[src/rtl/stq_pkg.sv]
// Shared store-queue constants, types and helpers for the drain engine.
package stq_pkg;

    localparam int unsigned STQ_DEPTH      = 64;
    localparam int unsigned STQ_IDX_W      = 6;
    localparam int unsigned STQ_ADATA_W    = 5;
    localparam int unsigned STQ_CNT_W      = STQ_IDX_W + 1;
    localparam int unsigned ADATA_UC_BIT   = 4;
    localparam int unsigned ADATA_BANK_MSB = 3;
    localparam int unsigned ADATA_BANK_LSB = 0;

    typedef logic [STQ_IDX_W-1:0]   idx_t;
    typedef logic [STQ_ADATA_W-1:0] adata_t;
    typedef logic [STQ_CNT_W-1:0]   cnt_t;
    typedef logic [STQ_CNT_W:0]     cnt_ext_t;

    typedef enum logic [1:0] {
        IssueNone = 2'd0,
        IssueOne  = 2'd1,
        IssueTwo  = 2'd2
    } issue_e;

    typedef struct packed {
        logic   en;
        idx_t   wq;
        adata_t adata;
    } out_slot_t;

    function automatic logic is_uncached(input adata_t a);
        return a[ADATA_UC_BIT];
    endfunction

    function automatic logic bank_conflict(input adata_t a, input adata_t b);
        return a[ADATA_BANK_MSB:ADATA_BANK_LSB] == b[ADATA_BANK_MSB:ADATA_BANK_LSB];
    endfunction

endpackage

[src/rtl/stq_drain_pair.sv]
// Decides how many committed stores (0..2) may issue together from the queue head.
module stq_drain_pair
    import stq_pkg::*;
(
    input  logic [STQ_CNT_W-1:0]   cmt,
    input  logic [STQ_ADATA_W-1:0] rd0_adata,
    input  logic [STQ_ADATA_W-1:0] rd1_adata,
    output logic [1:0]             n
);

    issue_e issue;

    // Uncached stores serialise: they never share a cycle with a neighbour.
    always_comb begin
        issue = IssueTwo;
        if (cmt == '0) begin
            issue = IssueNone;
        end else if (is_uncached(rd0_adata)) begin
            issue = IssueOne;
        end else if (cmt == cnt_t'(1)) begin
            issue = IssueOne;
        end else if (is_uncached(rd1_adata)) begin
            issue = IssueOne;
        end else if (bank_conflict(rd0_adata, rd1_adata)) begin
            issue = IssueOne;
        end
    end

    assign n = issue;

endmodule

[src/rtl/stq_drain.sv]
// In-order store-queue drain: pairs committed stores from the head, issues them through a
// registered valid/ready stage to the L1 write port and reports freed entries to the allocator.
module stq_drain
    import stq_pkg::*;
(
    input  logic                   clk,
    input  logic                   rst,
    input  logic                   commit_en,
    input  logic [1:0]             commit_cnt,
    output logic [STQ_IDX_W-1:0]   rd0_WQ,
    input  logic [STQ_ADATA_W-1:0] rd0_adata,
    output logic [STQ_IDX_W-1:0]   rd1_WQ,
    input  logic [STQ_ADATA_W-1:0] rd1_adata,
    input  logic                   out_ready,
    output logic                   out0_en,
    output logic [STQ_IDX_W-1:0]   out0_WQ,
    output logic [STQ_ADATA_W-1:0] out0_adata,
    output logic                   out1_en,
    output logic [STQ_IDX_W-1:0]   out1_WQ,
    output logic [STQ_ADATA_W-1:0] out1_adata,
    output logic                   free_en,
    output logic [1:0]             free_cnt,
    output logic [STQ_IDX_W:0]     occ
);

    localparam cnt_ext_t MaxCmt = cnt_ext_t'(STQ_DEPTH);

    idx_t      head_q, head_d;
    cnt_t      cmt_q, cmt_d;
    cnt_ext_t  cmt_sum;
    out_slot_t slot0_q, slot0_d;
    out_slot_t slot1_q, slot1_d;
    logic      free_en_q, free_en_d;
    logic [1:0] free_cnt_q, free_cnt_d;

    logic       stalled;
    logic [1:0] pair_n;
    logic [1:0] n;
    idx_t       head_p1;

    assign head_p1 = head_q + idx_t'(1);
    assign rd0_WQ  = head_q;
    assign rd1_WQ  = head_p1;

    stq_drain_pair u_pair (
        .cmt       (cmt_q),
        .rd0_adata (rd0_adata),
        .rd1_adata (rd1_adata),
        .n         (pair_n)
    );

    assign stalled = slot0_q.en && !out_ready;
    assign n       = stalled ? 2'd0 : pair_n;

    always_comb begin
        slot0_d = slot0_q;
        slot1_d = slot1_q;
        if (!stalled) begin
            slot0_d = '0;
            slot1_d = '0;
            if (n != 2'd0) begin
                slot0_d = '{en: 1'b1, wq: head_q, adata: rd0_adata};
            end
            if (n == 2'd2) begin
                slot1_d = '{en: 1'b1, wq: head_p1, adata: rd1_adata};
            end
        end
    end

    // Index arithmetic wraps naturally at DEPTH since it is a power of two.
    assign head_d = head_q + idx_t'(n);

    // One extra bit so an over-commit is visible to the overflow check.
    always_comb begin
        cmt_sum = cnt_ext_t'(cmt_q) - cnt_ext_t'(n);
        if (commit_en) begin
            cmt_sum = cmt_sum + cnt_ext_t'(commit_cnt);
        end
        cmt_d = cmt_sum[STQ_CNT_W-1:0];
    end

    always_comb begin
        free_en_d  = slot0_q.en && out_ready;
        free_cnt_d = 2'd0;
        if (free_en_d) begin
            free_cnt_d = slot1_q.en ? 2'd2 : 2'd1;
        end
    end

    always_ff @(posedge clk) begin
        if (!rst) begin
            head_q     <= '0;
            cmt_q      <= '0;
            slot0_q    <= '0;
            slot1_q    <= '0;
            free_en_q  <= 1'b0;
            free_cnt_q <= 2'd0;
        end else begin
            head_q     <= head_d;
            cmt_q      <= cmt_d;
            slot0_q    <= slot0_d;
            slot1_q    <= slot1_d;
            free_en_q  <= free_en_d;
            free_cnt_q <= free_cnt_d;
        end
    end

    assign out0_en    = slot0_q.en;
    assign out0_WQ    = slot0_q.wq;
    assign out0_adata = slot0_q.adata;
    assign out1_en    = slot1_q.en;
    assign out1_WQ    = slot1_q.wq;
    assign out1_adata = slot1_q.adata;
    assign free_en    = free_en_q;
    assign free_cnt   = free_cnt_q;
    assign occ        = cmt_q;

    a_commit_cnt: assert property (@(posedge clk) disable iff (!rst)
        commit_en |-> commit_cnt != 2'd3);

    a_cmt_ovf: assert property (@(posedge clk) disable iff (!rst)
        cmt_sum <= MaxCmt);

    a_slot_order: assert property (@(posedge clk) disable iff (!rst)
        slot1_q.en |-> slot0_q.en);

endmodule

[config.mk]
export PLATFORM = sky130hd
export DESIGN_NAME = stq_drain
export DESIGN_NICKNAME = d
export VERILOG_FILES = /design/src/rtl/stq_pkg.sv /design/src/rtl/stq_drain_pair.sv /design/src/rtl/stq_drain.sv
export SDC_FILE = /design/constraint.sdc
export NUM_CORES = 1
export LEC_CHECK = 0
export BUFFER_PORTS_ARGS = -buffer_cell sky130_fd_sc_hd__buf_4
export CAP_MARGIN = 20
export CORE_MARGIN = 4
export CORE_UTILIZATION = 50
export DETAILED_ROUTE_END_ITERATION = 10
export GPL_TIMING_DRIVEN = 0
export PLACE_DENSITY = 0.78
export SYNTH_ARGS = -nofsm -noshare
export SYNTH_HDL_FRONTEND = slang
export SYNTH_SLANG_ARGS = --single-unit
[constraint.sdc]
create_clock -name clk -period 3.57 [get_ports clk]
set_input_delay 0.357 -clock clk [delete_from_list [all_inputs] [get_ports clk]]
set_output_delay 0.357 -clock clk [all_outputs]
set_load 0.05 [all_outputs]
Word level (Yosys, flattened, before mapping). Cells that the tools add are included.

Register bits: 40. Bits of input ports: 16. Output and inout bits: 46. Logic and storage cells: 33.

$add $sub $neg: 4. Equal/unequal tests: 3. Muxes and demuxes: 10. Reduce and logical (&&, ||, !) cells: 6.

Operator list (count): $mux 12 (2); $mux 2 (7); $add 7x2->7 (1); $eq 7x1->1 const B (1); $logic_not 7->1 (1); $mux 7 (1); $sub 7x2->7 (1); $add 6x1->6 const B (1); $add 6x2->6 (1); $eq 4x4->1 (1); $eq 2x2->1 const B (1); $logic_and 1x1->1 (2); $reduce_and 2->1 (1); $reduce_bool 2->1 (1); $logic_not 1->1 (1).

Depth between registers and ports, before layout.
Word-level depth: 10. Mapped depth: 14. Mapped depth without buffers: 13.

Cells and area by module. Synthesis repeated with hierarchy kept, for this count alone.

Cells, all modules: 198. Area total of the unflattened synthesis: 1919.3 um2.

Modules (own cells, without submodules): stq_drain (times used 1, cells each 188, area an instance 1839.3 um2, seq. area each 800.8 um2); stq_drain_pair (times used 1, cells each 10, area an instance 80.1 um2, seq. area each 0.0 um2).

Worst setup path before layout. OpenSTA, ideal clock, no wires.

Kind: register to register. Start point: register cmt_q[2] (netlist: occ[2]). End point: register cmt_q[6] (netlist: occ[6]). Library setup time: 0.116 ns. Arrival time: 3.350 ns. Data required time: 3.454 ns. Slack: 0.105 ns. Cell stages (with the launch flop): 15. Buffers on the path: 1. Clock period less this slack: 3.465 ns. Path through: dfxtp_1 -> or4_4 -> nor4_2 -> nor2_1 -> buf_6 -> o21a_1 -> ha_1 -> inv_2 -> fa_1 -> inv_1 -> fa_1 -> and3b_1 -> o211ai_1 -> nor3_1 -> and3b_1.

Cells in the longest elaborated chain, start to end: 8. Elaborated cells between the ends (all ways): 9. Those cells by class: 2 x add/sub; 1 x eq/ne; 5 x mux; 1 x reduce/logical.

RTL lines: from (decl) (line stq_drain.sv:29) `cnt_t cmt_q, cmt_d;`; from (signal assigned) (line stq_drain.sv:100) `cmt_q <= cmt_d;`; $eq 7x1->1 (line stq_drain_pair.sv:20) `end else if (cmt == cnt_t'(1)) begin`; $mux 2 (line stq_drain_pair.sv:20); $mux 2 (line stq_drain_pair.sv:18) `end else if (is_uncached(rd0_adata)) begin`; $mux 2 (line stq_drain_pair.sv:16) `if (cmt == '0) begin`; $mux 2 (line stq_drain.sv:53) `assign n = stalled ? 2'd0 : pair_n;`; $sub 7x2->7 * (line stq_drain.sv:75) `cmt_sum = cnt_ext_t'(cmt_q) - cnt_ext_t'(n);`; $add 7x2->7 (line stq_drain.sv:77) `cmt_sum = cmt_sum + cnt_ext_t'(commit_cnt);`; $mux 7 * (line stq_drain.sv:76) `if (commit_en) begin`.

Mark *: on every way between the ends. The rest lies on a longest branch, timed or not. A chain may end at the register's enable or synchronous reset.

Final worst setup path.
Start point: register cmt_q[5] (netlist: occ[5]). End point: register cmt_q[6] (netlist: occ[6]).

Same word-level chain as after synthesis.

==> metrics.txt <==
die height=approximately 71 um; Tightest Pin Transition=between 500 and 600 ps; total routed wirelength=about 4.4 mm; average size of a mapped cell=between 10 and 15 um2; drt pass-1 iters=4; Peak Freq=a little under 300 MHz; Slew headroom=between 60% and 70%; synth unique cells=37; num ports=between 60 and 70; cells on worst reg2reg path=12; Horiz. Die Dim=70.9 um; crit start category=flop; Setup TNS=0 ps; Hold Crit Depth=3; post-synthesis sequential area ratio=40.5%; 1st-iter DRT viols=70; # hold bufs at CTS=0; clk sink count=40; ys flop type=dfxtp_1; syn nets=about 220; worst skew pair latency=about 300 ps; PwrDens=between 800 and 900 mW/mm2; Lkg Pwr=~1.1 nW; YS warnings=0; unrepaired setup endpoints after global routing=yes; Initial Util=around 53%; final hold violations=0; vias after detailed routing=1567; number of synthesized flops with an enable pin=0; diode count=0; Root Driver=clkbuf_8; top post-synthesis cells by count=dfxtp_1, nor2b_1, a22oi_2; first-pass GRT wire length=7.13 mm; Final setup viols=0; CTS clk-pin slew, worst paths=approximately 70 ps; DRT antenna net count=0; Worst Path Max Fanout=3; Total Die Area=roughly 0.005 mm2; CTS tree=yes; final worst-path cycle share=between 90 and 100%; vias in the first global route=roughly 1500; initial antenna violation count=0; # fillers=303; synthesized cell area=0.00198 mm2; worst min path class=primary input to flop; GP Congestion=roughly 0.76; CTS H-tree depth=2; post-synthesis cell count=around 190; status=completed; final layout net count=288; Async S/R FF share, synth=0%; minimum clock period=roughly 3400 ps; Setup crit end kind=flop; core outline area=0.00374 mm2; largest net degree at the start of global routing=13; Max VDD drop=roughly 0.53 mV; final core occ=about 70%; max cap viols=0; All-Layer GR Usage=roughly 18%; Slew Limit Fails=0; wire length per cell=between 10 and 15 um; Area Growth Syn to Fin=32.9%; layout cells sized above 1=around two fifths; WP data required=between 3000 and 4000 ps; IO Port Bufs=61; top cells by area, synth=dfxtp_1, a22oi_2, nor2b_1; post-placement cell area=0.00249 mm2; top cell type's share of synthesized area=approximately two fifths; Clock Skews=about 6.3 ps; CP arrival=roughly 3600 ps; most frequent cell after synthesis=dfxtp_1; vias per cell=5.04; FP Rows=22; Setup CP Type=flop to flop; clk buf depth=2; DR DRC count=0; design area=approximately 0.0026 mm2; cell type with the largest total area after synthesis=dfxtp_1; Detailed Place HPWL=roughly 3.3 mm; GRT overflow=0; FF+latch count, synth=40; Num CTS Buffers=5
worst max-delay path, stage by stage (launching register included):
cell and delay [ps]:
dfxtp_1 340, or4_4 590, o31ai_4 260, o21a_1 190, ha_2 200, inv_2 50
fa_1 540, inv_1 80, fa_2 350, and3b_1 230, o211ai_1 140, nor3_1 150
and3b_1 180
metrics by stage:
step / total power (W) / hold WS [ps] / worst slack (ps) / std cells
after floorplan: 0.00153 / 514 / 105 / 192
after global placement: 0.00181 / 454 / 91.8 / 301
after detailed placement: 0.00183 / 452 / 63.5 / 301
after CTS: 0.00214 / 326 / 49.1 / 309
after global routing: 0.00234 / 343 / -32.9 / 311
final: 0.00218 / 326 / 169 / 311
registers in the layout (all words and copies together) (netlist names):
signal      count
out1_en         1
free_en         1
rd0_WQ          6
out0_en         1
free_cnt        2
out0_adata      5
out0_WQ         6
occ             7
out1_adata      5
out1_WQ         6
area by class of cell:
class	count	area [um2]	share of cell area [%]
Sequential cell	40	806	30.7
Tap cell	48	60.1	2.29
Multi-Input combinational cell	131	1100	41.8
Clock buffer	6	82.6	3.14
Clock inverter	2	10.0	0.381
Timing Repair Buffer	63	473	18.0
Buffer	11	58.8	2.24
Inverter	10	37.5	1.43
cell usage in the layout, fill, tap and decap left out, types with 5 or more instances in the layout:
cell	count
ha_1	6
dfxtp_1	38
a22oi_1	5
buf_4	63
clkbuf_8	6
o21ai_0	5
xnor2_1	8
xor2_1	9
inv_1	8
clkbuf_1	7
a22oi_2	16
nor2b_1	25
and2_1	9
cells by family (layout without fill, tap and decap cells):
family | count (synthesis) | count (layout) | synth area share (%)
xor gates and xnor gates | 17 | 17 | 7.54
and+or+nand+nor | 66 | 66 | 20.8
AOI/OAI and AO/OA | 37 | 37 | 18.3
adders and majority gates | 10 | 10 | 7.47
DFF | 40 | 40 | 40.5
buffers and inverters | 21 | 92 | 4.88
muxes | 1 | 1 | 0.507
report_power, final:
| group | switching, W | leakage [nW] | internal [W] |
|---|---|---|---|
| clock network | 0.000156 | 0.0510 | 0.000154 |
| logic | 0.000761 | 0.758 | 0.000486 |
| registers | 0.0000955 | 0.327 | 0.000529 |
| total | 0.00101 | 1.14 | 0.00117 |
layer usage:
| layer | routed length [um] | up-vias | GRT usage (%) | share of wire, % |
|---|---|---|---|---|
| li1 | - | 795 | - | - |
| met1 | 1910 | 726 | 23.5 | 44 |
| met2 | 2180 | 39 | 28.6 | 50 |
| met3 | 232 | 7 | 3.98 | 5.3 |
| met4 | 65 | 0 | 6.26 | 1.5 |
| met5 | 0 | - | 0 | 0 |
repair_timing:
item | in CTS | in global routing
setup buffers | 0 | 2
setup endpoints to repair | 0 | 3
resized for setup | 0 | 8
path summary, 6_finish.rpt:
check                        from                          to  slack, ps
max reg2reg     occ[5]$_SDFF_PN0_           occ[6]$_SDFF_PN0_        170
min reg2reg  out1_en$_SDFFE_PN0N_      free_cnt[0]$_SDFF_PN0_        470
max             occ[5]$_SDFF_PN0_           occ[6]$_SDFF_PN0_        170
min                  rd0_adata[4]  out0_adata[4]$_SDFFE_PN0N_        330
Note: power is estimated with default switching activity, not from simulation.
